===== src/rtl/seg7_scan_if.sv =====
// ---------------------------------------------------------------------------
// seg7_scan_if
// Purpose : bundles the display register-file side (digit data, decimal
//           points, blanks, load request) and the pin side (segment bus,
//           digit enables, frame pulse) of the multiplexed 7-segment driver.
// Signals : iDATA  [4*DIGITS] hex nibbles, digit 0 least significant
//           iDP    [DIGITS]   decimal point per digit, 1 = lit
//           iBLANK [DIGITS]   1 = digit dark for its whole slot
//           iLOAD             request shadow update at next frame start
//           oSEG   [8]        active-high segments, [7:1] pattern, [0] dp
//           oDIG   [DIGITS]   one-hot active-high digit enable
//           oFRAME            one-cycle pulse when digit 0's slot begins
// Modports: master = register file / testbench, slave = seg7_scan.
// ---------------------------------------------------------------------------
interface seg7_scan_if #(
   parameter int DIGITS = 8
);
   logic [4*DIGITS-1:0] iDATA;
   logic [DIGITS-1:0]   iDP;
   logic [DIGITS-1:0]   iBLANK;
   logic                iLOAD;
   logic [7:0]          oSEG;
   logic [DIGITS-1:0]   oDIG;
   logic                oFRAME;

   modport master (
      output iDATA, iDP, iBLANK, iLOAD,
      input  oSEG, oDIG, oFRAME
   );

   modport slave (
      input  iDATA, iDP, iBLANK, iLOAD,
      output oSEG, oDIG, oFRAME
   );
endinterface


===== src/rtl/seg7_scan.sv =====
// ---------------------------------------------------------------------------
// seg7_scan
// Purpose : multiplexed multi-digit 7-segment driver. A shadow copy of the
//           digit nibbles, decimal points and blanks is captured only at
//           frame start, so a frame never mixes old and new data. Each digit
//           owns a slot of CLK_DIV cycles whose first GUARD cycles are dead
//           (all outputs off) to avoid ghosting between digits.
// Ports   : iCLK  system clock
//           iRST  asynchronous active-high reset
//           bus   seg7_scan_if.slave (iDATA, iDP, iBLANK, iLOAD in;
//                 oSEG, oDIG, oFRAME out, all registered)
// Options : define SEG7_LEADING_ZERO_EN to blank leading zero digits
//           (decimal points of suppressed digits still light).
// ---------------------------------------------------------------------------
module seg7_scan #(
   parameter int DIGITS  = 8,
   parameter int CLK_DIV = 50000,
   parameter int GUARD   = 16
) (
   input logic       iCLK,
   input logic       iRST,
   seg7_scan_if.slave bus
);

   localparam int PW = (CLK_DIV > 1) ? $clog2(CLK_DIV) : 1;
   localparam int IW = (DIGITS > 1) ? $clog2(DIGITS) : 1;

   logic [PW-1:0]       presc;
   logic [IW-1:0]       index;
   logic                pending;
   logic [4*DIGITS-1:0] sh_data;
   logic [DIGITS-1:0]   sh_dp;
   logic [DIGITS-1:0]   sh_blank;
   logic [7:0]          seg_q;
   logic [DIGITS-1:0]   dig_q;
   logic                frame_q;

   logic                frame_start;
   logic                capture;
   logic                in_guard;
   logic [4*DIGITS-1:0] nx_data;
   logic [DIGITS-1:0]   nx_dp;
   logic [DIGITS-1:0]   nx_blank;
   logic [3:0]          nibble;
   logic [7:0]          seg_n;
   logic [DIGITS-1:0]   dig_n;

`ifdef SEG7_LEADING_ZERO_EN
   logic [DIGITS-1:0]   sh_supp;
   logic [DIGITS-1:0]   cap_supp;
   logic [DIGITS-1:0]   nx_supp;
   logic                above_ok;
`endif

   function automatic logic [6:0] pattern(input logic [3:0] n);
      case (n)
         4'h0:    pattern = 7'b0111111;
         4'h1:    pattern = 7'b0001001;
         4'h2:    pattern = 7'b1011110;
         4'h3:    pattern = 7'b1011011;
         4'h4:    pattern = 7'b1101001;
         4'h5:    pattern = 7'b1110011;
         4'h6:    pattern = 7'b1110111;
         4'h7:    pattern = 7'b0011001;
         4'h8:    pattern = 7'b1111111;
         4'h9:    pattern = 7'b1111001;
         4'hA:    pattern = 7'b1111101;
         4'hB:    pattern = 7'b1100111;
         4'hC:    pattern = 7'b0110110;
         4'hD:    pattern = 7'b1001111;
         4'hE:    pattern = 7'b1110110;
         default: pattern = 7'b1110100;
      endcase
   endfunction

`ifdef SEG7_LEADING_ZERO_EN
   // Walk from the most significant digit down: a zero digit is suppressed
   // while everything above it is zero or blank. Digit 0 is never suppressed.
   always_comb begin
      above_ok = 1'b1;
      cap_supp = '0;
      for (int k = DIGITS - 1; k >= 1; k--) begin
         if (bus.iDATA[4*k +: 4] == 4'h0 && above_ok)
            cap_supp[k] = 1'b1;
         above_ok = above_ok && (bus.iDATA[4*k +: 4] == 4'h0 || bus.iBLANK[k]);
      end
   end
`endif

   // The output registers are loaded from the values the shadow will hold
   // after this edge, so the first slot of a new frame already shows the
   // freshly captured data even when there is no guard time.
   always_comb begin
      frame_start = (presc == '0) && (index == '0);
      capture     = frame_start && (pending || bus.iLOAD);
      nx_data     = capture ? bus.iDATA  : sh_data;
      nx_dp       = capture ? bus.iDP    : sh_dp;
      nx_blank    = capture ? bus.iBLANK : sh_blank;
`ifdef SEG7_LEADING_ZERO_EN
      nx_supp     = capture ? cap_supp   : sh_supp;
`endif
      in_guard    = int'(presc) < GUARD;
      nibble      = nx_data[4*int'(index) +: 4];
      seg_n       = '0;
      dig_n       = '0;
      if (!in_guard) begin
         if (nx_blank[index]) begin
            seg_n = '0;
`ifdef SEG7_LEADING_ZERO_EN
         end else if (nx_supp[index]) begin
            if (nx_dp[index]) begin
               dig_n[index] = 1'b1;
               seg_n        = 8'h01;
            end
`endif
         end else begin
            dig_n[index] = 1'b1;
            seg_n        = {pattern(nibble), nx_dp[index]};
         end
      end
   end

   // Prescaler/index scanning, load-request bookkeeping, shadow capture and
   // the registered outputs. Reset leaves a load pending so the first frame
   // after reset always captures the inputs.
   always_ff @(posedge iCLK or posedge iRST) begin
      if (iRST) begin
         presc    <= '0;
         index    <= '0;
         pending  <= 1'b1;
         sh_data  <= '0;
         sh_dp    <= '0;
         sh_blank <= '0;
`ifdef SEG7_LEADING_ZERO_EN
         sh_supp  <= '0;
`endif
         seg_q    <= '0;
         dig_q    <= '0;
         frame_q  <= 1'b0;
      end else begin
         if (int'(presc) == CLK_DIV - 1) begin
            presc <= '0;
            index <= (int'(index) == DIGITS - 1) ? '0 : index + 1'b1;
         end else begin
            presc <= presc + 1'b1;
         end

         if (frame_start)
            pending <= 1'b0;
         else if (bus.iLOAD)
            pending <= 1'b1;

         if (capture) begin
            sh_data  <= bus.iDATA;
            sh_dp    <= bus.iDP;
            sh_blank <= bus.iBLANK;
`ifdef SEG7_LEADING_ZERO_EN
            sh_supp  <= cap_supp;
`endif
         end

         seg_q   <= seg_n;
         dig_q   <= dig_n;
         frame_q <= frame_start;
      end
   end

   assign bus.oSEG   = seg_q;
   assign bus.oDIG   = dig_q;
   assign bus.oFRAME = frame_q;

endmodule


===== src/flat_wrapper.sv =====
// flat-port wrapper written by rule: the top's interface ports become plain ports
module seg7_scan_flat 
#(
   parameter int DIGITS  = 8,
   parameter int CLK_DIV = 50000,
   parameter int GUARD   = 16
)
  (iCLK, iRST, bus_iDATA, bus_iDP, bus_iBLANK, bus_iLOAD, bus_oSEG, bus_oDIG, bus_oFRAME);
  seg7_scan_if #(.DIGITS(DIGITS)) bus_i ();
  input logic iCLK;
  input logic iRST;
  input wire logic [$bits(bus_i.iDATA)-1:0] bus_iDATA;
  input wire logic [$bits(bus_i.iDP)-1:0] bus_iDP;
  input wire logic [$bits(bus_i.iBLANK)-1:0] bus_iBLANK;
  input wire logic [$bits(bus_i.iLOAD)-1:0] bus_iLOAD;
  output wire logic [$bits(bus_i.oSEG)-1:0] bus_oSEG;
  output wire logic [$bits(bus_i.oDIG)-1:0] bus_oDIG;
  output wire logic [$bits(bus_i.oFRAME)-1:0] bus_oFRAME;
  assign bus_i.iDATA = bus_iDATA;
  assign bus_i.iDP = bus_iDP;
  assign bus_i.iBLANK = bus_iBLANK;
  assign bus_i.iLOAD = bus_iLOAD;
  assign bus_oSEG = bus_i.oSEG;
  assign bus_oDIG = bus_i.oDIG;
  assign bus_oFRAME = bus_i.oFRAME;
  seg7_scan #(.DIGITS(DIGITS), .CLK_DIV(CLK_DIV), .GUARD(GUARD)) u_core (.iCLK(iCLK), .iRST(iRST), .bus(bus_i));
endmodule

===== config.mk =====
export PLATFORM = sky130hd
export DESIGN_NAME = seg7_scan_flat
export DESIGN_NICKNAME = d
export VERILOG_FILES = /design/src/rtl/seg7_scan_if.sv /design/src/rtl/seg7_scan.sv /design/src/flat_wrapper.sv
export SDC_FILE = /design/constraint.sdc
export NUM_CORES = 1
export LEC_CHECK = 0
export ABC_AREA = 1
export CAP_MARGIN = 20
export CORE_UTILIZATION = 55
export DETAILED_ROUTE_END_ITERATION = 10
export PLACE_DENSITY = 0.81
export SYNTH_ARGS = -nofsm -noshare
export SYNTH_HDL_FRONTEND = slang
export SYNTH_SLANG_ARGS = --single-unit

===== constraint.sdc =====
create_clock -name iCLK -period 7.1 [get_ports iCLK]
set_input_delay 0.71 -clock iCLK [delete_from_list [all_inputs] [get_ports iCLK]]
set_output_delay 0.71 -clock iCLK [all_outputs]
set_load 0.02 [all_outputs]

==> summary.md, run 1 <==
| Metric | Value |
|---|---|
| Setup CP Type | reg -> reg |
| Resized Gates After CTS | 0 |
| Routed WL per cell | 13.9 um |
| Core footprint | 7890 sq um |
| Final antenna diode count | 0 |
| Pleak | 2.86 nW |
| Routed WL | 10600 um |
| Nets | 711 |
| Die X | 93.4 um |
| Worst-path maximum fanout | 41 |
| Post-Syn Area per Cell | 7.96 sq um |
| IO buf count | 67 |
| Status | finished clean |
| GR Util All Layers | 26.4% |
| Clk root buf | clkbuf_8 |
| Hold WC Path Type | reg -> reg |
| IO Pins | 68 |
| Via density | 5.20 |
| Area growth syn-to-layout | 20.6% |
| Least-Margin Pin Slew | 1150 ps |
| Setup WS pre-CTS | 3530 ps |
| Setup tns final | 0 ps |
| Htree depth | 3 |
| Routability Congestion | 0.919 |
| Starting Density | 58.2% |
| # rows | 32 |
| Yosys top cell area share | 45.8% |
| Syn nets | 638 |
| FILL cells | 595 |
| P per Cell Area | 177 nW/um^2 |
| Mapped Area | 4590 sq um |
| Yosys warnings | 0 |
| TritonCTS clock tree | done |
| Unrepaired setup endpoints after global routing | false |
| Drt pass-1 iters | 5 |
| Worst-case clock buffer depth | 2 |
| Dpl cells | 739 |
| DRC viols | 0 |
| Synthesized instance count | 577 |
| Design area | 5540 sq um |
| Setup crit end kind | register |
| CTS sink cnt | 85 |
| Worst reg-to-reg setup slack | 3850 ps |
| Initial DRC count | 278 |
| Via count | 3935 |
| Asr flop ratio synth | 100% |
| CTS clk-pin slew, worst paths | 90 ps |
| Die Area | 8720 sq um |
| EDFF count, synth | 0 |
| Layout cell share with drive strength beyond 1 | 10.1% |
| Num CTS Buffers | 9 |
| Seq/Total Area, Yosys | 46.4% |
| Global-route wire length before repair | 17600 um |
| Hold Crit Start | u_core.sh_data[15]$_DFF_PP0_ |
| Largest net degree at the start of global routing | 86 |
| Post-CTS setup buffer count | 0 |
| Top post-synthesis cells by area | dfrtp_1 46%, nand2_1 13%, inv_1 7.4% |
| Synth area leader | dfrtp_1 |
| Synthesized flop and latch total | 85 |
| Worst rel slew slack | 23.0% |
| RR Startpoint | u_core.index[0]$_DFFE_PP0N_ |
| Die span in y | 93.4 um |
| Max Clock Freq | 307 MHz |
| Worst Skew | 8.53 ps |
| Max-slew violation count | 0 |
| Commonest cells post-synth | 161 x nand2_1, 91 x inv_1, 84 x dfrtp_1, 43 x nand3_1, 41 x nor2_1 |
| Worst path arrival time | 3560 ps |
| GRT Residual Overflow | 0 |
| Ys flop type | dfrtp_1 |
| HPWL after DPL | 7370 um |
| CP Data Required Time | 7400 ps |
| Fin crit share | 45.8% |
| Detail Route Antenna Nets | 0 |
| Post-synth cell types | 38 |
| Clk_lat worst skew | 350 ps |
| Final hold viol count | 0 |
| # hold bufs at CTS | 0 |
| Setup ws final | 3850 ps |
| WHS | 479 ps |
| Final Setup Violations | 0 |
| Max-Cap Viols | 0 |
| Tmin final | 3250 ps |
| Final non-filler cell total | 757 |
| Area post-placement | 5320 sq um |
| Initial antenna violation count | 0 |
| Startpoint types | register |
| VDD IR max | 0.000112 V |
| Most frequent cell after synthesis | nand2_1 |
| Critical Path Source | u_core.index[0]$_DFFE_PP0N_ |
| Vias in the first global route | 3776 |
==> where the power goes <==
group / switching (mW) / internal, mW
clock: 0.185 / 0.165
sequential: 0.00653 / 0.507
combinational: 0.0608 / 0.0568
==> per-layer routing <==
| layer | GRT usage, % | share of wire, % |
|---|---|---|
| met5 | 0 | 0 |
| met4 | 9.10 | 2.2 |
| met3 | 5.28 | 6.6 |
| met2 | 42.9 | 47 |
| met1 | 35.3 | 44 |
==> final cells by class <==
cell class,instances,area (sq um),share of cell area (%)
inverter,96,365,6.60
multi-input combinational,384,1990,35.9
clock buffer,9,124,2.24
tap,102,128,2.30
clock inverter,7,73.8,1.33
sequential,85,2130,38.4
timing repair buffer,74,733,13.2
==> worst paths after layout <==
path | to | cells after the start
setup / recovery | u_core.bus.oSEG[7]$_DFF_PP0_ | 16
hold / removal | u_core.sh_data[15]$_DFF_PP0_ | 2
setup reg to reg | u_core.bus.oSEG[7]$_DFF_PP0_ | 16
hold reg to reg | u_core.sh_data[15]$_DFF_PP0_ | 2
max in group asynchronous | u_core.pending$_DFFE_PP1P_ | 4
min in group asynchronous | u_core.sh_blank[3]$_DFF_PP0_ | 3
==> flip-flops by register name (all words and copies together), names as in the netlist <==
signal,flops
u_core.bus.oDIG,8
u_core.pending,1
u_core.index,3
u_core.sh_dp,8
u_core.presc,16
u_core.sh_data,32
u_core.bus.oFRAME,1
u_core.sh_blank,8
u_core.bus.oSEG,8
==> critical path, cell delays in order, from the launching register on <==
cell	delay [ps]
dfrtp_1	440
inv_1	200
ha_1	250
nand3_4	150
nor2_8	320
nand3_4	470
clkinv_2	370
nand2_1	90
nand3_1	80
nand2_1	90
nor2_4	200
nand2_4	120
nand2_1	150
o21ai_1	100
nand2_1	70
nand2_1	50
inv_1	40
==> cells in the final DEF (no fill, tap or decap), types with 4 or more instances in the layout <==
master / instances
dfrtp_1: 84
clkinv_2: 4
nand3_1: 43
nand2_1: 161
clkdlybuf4s50_1: 67
a21oi_1: 10
o21ai_1: 4
clkbuf_8: 9
and2_1: 23
o21ai_0: 9
nor2_1: 41
nand2_4: 4
nand4_1: 27
ha_1: 10
inv_1: 90
nor2_2: 17
nor3_1: 9
buf_4: 5
==> through the flow <==
stage | total power, mW | util, %
CTS | 0.982 | 69.9
finish | 0.981 | 70.2
global route | 1.02 | 70.2
global placement | 0.635 | 67.3
detailed placement | 0.639 | 67.4
floorplan | 0.585 | -
==> cell families (layout without fill, tap and decap cells) <==
group / Yosys count / count (layout) / synth area share [%]
adder cells (fa/ha/maj): 10 / 10 / 2.73
flip-flops: 85 / 85 / 46.4
AO/OA/AOI/OAI: 29 / 29 / 3.49
buffers and inverters: 108 / 186 / 10.4
XOR/XNOR: 3 / 3 / 0.572
AND/OR/NAND/NOR: 342 / 342 / 36.5
(Power assumes the default switching activity.)
==> run 2, diff against run 1 <==
==> constraint.sdc (replaced) <==
create_clock -name iCLK -period 3.3 [get_ports iCLK]
set_input_delay 0.33 -clock iCLK [delete_from_list [all_inputs] [get_ports iCLK]]
set_output_delay 0.33 -clock iCLK [all_outputs]
set_load 0.02 [all_outputs]
==> run 2 against run 1 <==
Against the previous run:
- sequential share of layout area shrank 0.34 points
- cell count grew 0.66%
- non-clock buffer count grew 5
- sequential power grew 110%
- critical path depth shrank 1
- fmax grew 11%
- total power grew 120%
- core utilization grew 0.62 points
- first-iteration DRC count shrank 20%
- global-route usage grew 0.25 points
- largest cell class unchanged
- wire length shrank 0.66%
- clock-buffer cell count grew 1
==> summary.md, run 2 (synthesis gave the netlist of run 1 again) <==
| Metric | Value |
|---|---|
| CTS sink cnt | 85 (unchanged) |
| Layout cell share with drive strength beyond 1 | 10.8% (was 10.1%) |
| Unrepaired setup endpoints after global routing | false (unchanged) |
| Dpl cells | 746 (was 739) |
| Num CTS Buffers | 9 (unchanged) |
| # rows | 32 (unchanged) |
| Worst rel slew slack | 50.1% (was 23.0%) |
| TritonCTS clock tree | done (unchanged) |
| Max-slew violation count | 0 (unchanged) |
| Max Clock Freq | 342 MHz (was 307 MHz) |
| FILL cells | 615 (was 595) |
| Most frequent cells in the layout | 161 x nand2_1, 90 x inv_1, 84 x dfrtp_1, 67 x clkdlybuf4s50_1, 43 x nand3_1 (unchanged) |
| Detail Route Antenna Nets | 0 (unchanged) |
| IO buf count | 67 (unchanged) |
| Setup tns final | 0 ps (unchanged) |
| Largest net degree at the start of global routing | 44 (was 86) |
| Least-Margin Pin Slew | 747 ps (was 1150 ps) |
| DRC viols | 0 (unchanged) |
| Worst Skew | 8.43 ps (was 8.53 ps) |
| P per Cell Area | 381 nW/um^2 (was 177 nW/um^2) |
| Multi-input gate area | 1990 sq um (unchanged) |
| Final Setup Violations | 0 (unchanged) |
| HPWL after DPL | 7570 um (was 7370 um) |
| Clk root buf | clkbuf_8 (unchanged) |
| Routed WL | 10500 um (was 10600 um) |
| VDD IR max | 0.000210 V (was 0.000112 V) |
| GRT Residual Overflow | 0 (unchanged) |
| Largest Register | u_core.sh_data (unchanged) |
| Critical Path Source | u_core.index[0]$_DFFE_PP0N_ (unchanged) |
| Resized Gates After CTS | 0 (unchanged) |
| Die X | 93.4 um (unchanged) |
| Routed WL per cell | 13.8 um (was 13.9 um) |
| Routability Congestion | 0.861 (was 0.919) |
| Register area | 2130 sq um (unchanged) |
| Area post-placement | 5380 sq um (was 5320 sq um) |
| Pleak | 2.89 nW (was 2.86 nW) |
| Post-CTS setup buffer count | 0 (unchanged) |
| Startpoint types | register (unchanged) |
| Final hold viol count | 0 (unchanged) |
| Global-route wire length before repair | 17900 um (was 17600 um) |
| Clk_lat worst skew | 350 ps (about the same) |
| Biggest registers after layout | u_core.sh_data (32), u_core.presc (16) (unchanged) |
| Starting Density | 58.2% (unchanged) |
| Worst-case clock buffer depth | 2 (unchanged) |
| Die Area | 8720 sq um (unchanged) |
| RR Startpoint | u_core.index[0]$_DFFE_PP0N_ (unchanged) |
| Commonest non-fill, non-tap cell in the layout | nand2_1 (unchanged) |
| Max FFs per register | 32 (unchanged) |
| CTS clk-pin slew, worst paths | 90 ps (about the same) |
| IO Pins | 68 (unchanged) |
| Setup CP Type | reg -> reg (unchanged) |
| Final antenna diode count | 0 (unchanged) |
| # hold bufs at CTS | 0 (unchanged) |
| GR Util All Layers | 26.6% (was 26.4%) |
| Final non-filler cell total | 762 (was 757) |
| Die span in y | 93.4 um (unchanged) |
| Via count | 3951 (was 3935) |
| Via density | 5.19 (was 5.20) |
| Htree depth | 3 (unchanged) |
| Max-Cap Viols | 0 (unchanged) |
| Status | finished clean (unchanged) |
| Area growth syn-to-layout | 21.7% (was 20.6%) |
| Hold WC Path Type | in -> async (was reg -> reg) |
| Core footprint | 7890 sq um (unchanged) |
| Worst path arrival time | 3180 ps (was 3560 ps) |
| Vias in the first global route | 3888 (was 3776) |
| Tmin final | 2920 ps (was 3250 ps) |
| Drt pass-1 iters | 4 (was 5) |
| Setup crit end kind | register (unchanged) |
| Initial DRC count | 222 (was 278) |
| Initial antenna violation count | 0 (unchanged) |
| CP Data Required Time | 3550 ps (was 7400 ps) |
| Fin crit share | 88.6% (was 45.8%) |
| Worst-path maximum fanout | 41 (unchanged) |
| Nets | 716 (was 711) |
| Design area | 5590 sq um (was 5540 sq um) |
[run 2: changes by cell type in the layout (fill, tap and decap cells not counted)]
cell	previous run	this run
buf_4	5	11
clkinv_4	1	0
buf_2	1	0
clkinv_2	4	3
clkbuf_8	9	10
inv_6	2	3
[run 2: worst max-delay path, stage by stage, from the launching register on]
cell and delay (ps):
dfrtp_1 440, inv_1 200, ha_1 230, nand3_4 140, nor2_8 130, nand3_4 390
nand2_1 230, nand3_1 90, nand2_1 100, nor2_1 50, nand2_1 130, inv_1 100
ha_1 300, nand3_1 70, a21oi_1 170, nor2_1 70
[run 2: report_power, final]
part	switching, mW	internal [mW]
registers	0.0134	1.09
clock network	0.394	0.377
logic	0.131	0.121
total	0.538	1.59
[run 2: area by class of cell]
class | instances | share of cell area [%]
multi-input combinational | 384 | 35.5
inverter | 96 | 6.54
sequential | 85 | 38.1
clock buffer | 10 | 2.46
clock inverter | 6 | 1.23
tap | 102 | 2.28
timing repair buffer | 79 | 13.8
[run 2: worst paths after layout]
path,endpoint,slack (ps),cells after the start
hold / removal,u_core.sh_blank[7]$_DFF_PP0_,400,2
max in group asynchronous,u_core.pending$_DFFE_PP1P_,2200,3
min in group iCLK,u_core.sh_data[15]$_DFF_PP0_,490,2
setup reg to reg,u_core.bus.oSEG[2]$_DFF_PP0_,380,15
setup / recovery,u_core.bus.oSEG[2]$_DFF_PP0_,380,15
hold reg to reg,u_core.sh_data[15]$_DFF_PP0_,490,2
[run 2: through the flow]
stage               power (mW)  utilization [%]  hold slack (ps)  worst slack (ps)
floorplan                 1.26                -              437               778
global placement          1.37             68.2              452               508
detailed placement        1.38             68.2              462               412
CTS                       2.13             70.8              417               390
global route              2.21             70.8              475              66.6
finish                    2.13             70.8              397               376
[run 2: routing by layer]
layer	part of all wire [%]	track usage, %	vias to the layer above
met3	6.0	3.58	22
met4	2.0	11.2	0
li1	-	-	1944
met2	48	43.4	160
met5	0	0	-
met1	44	35.9	1825
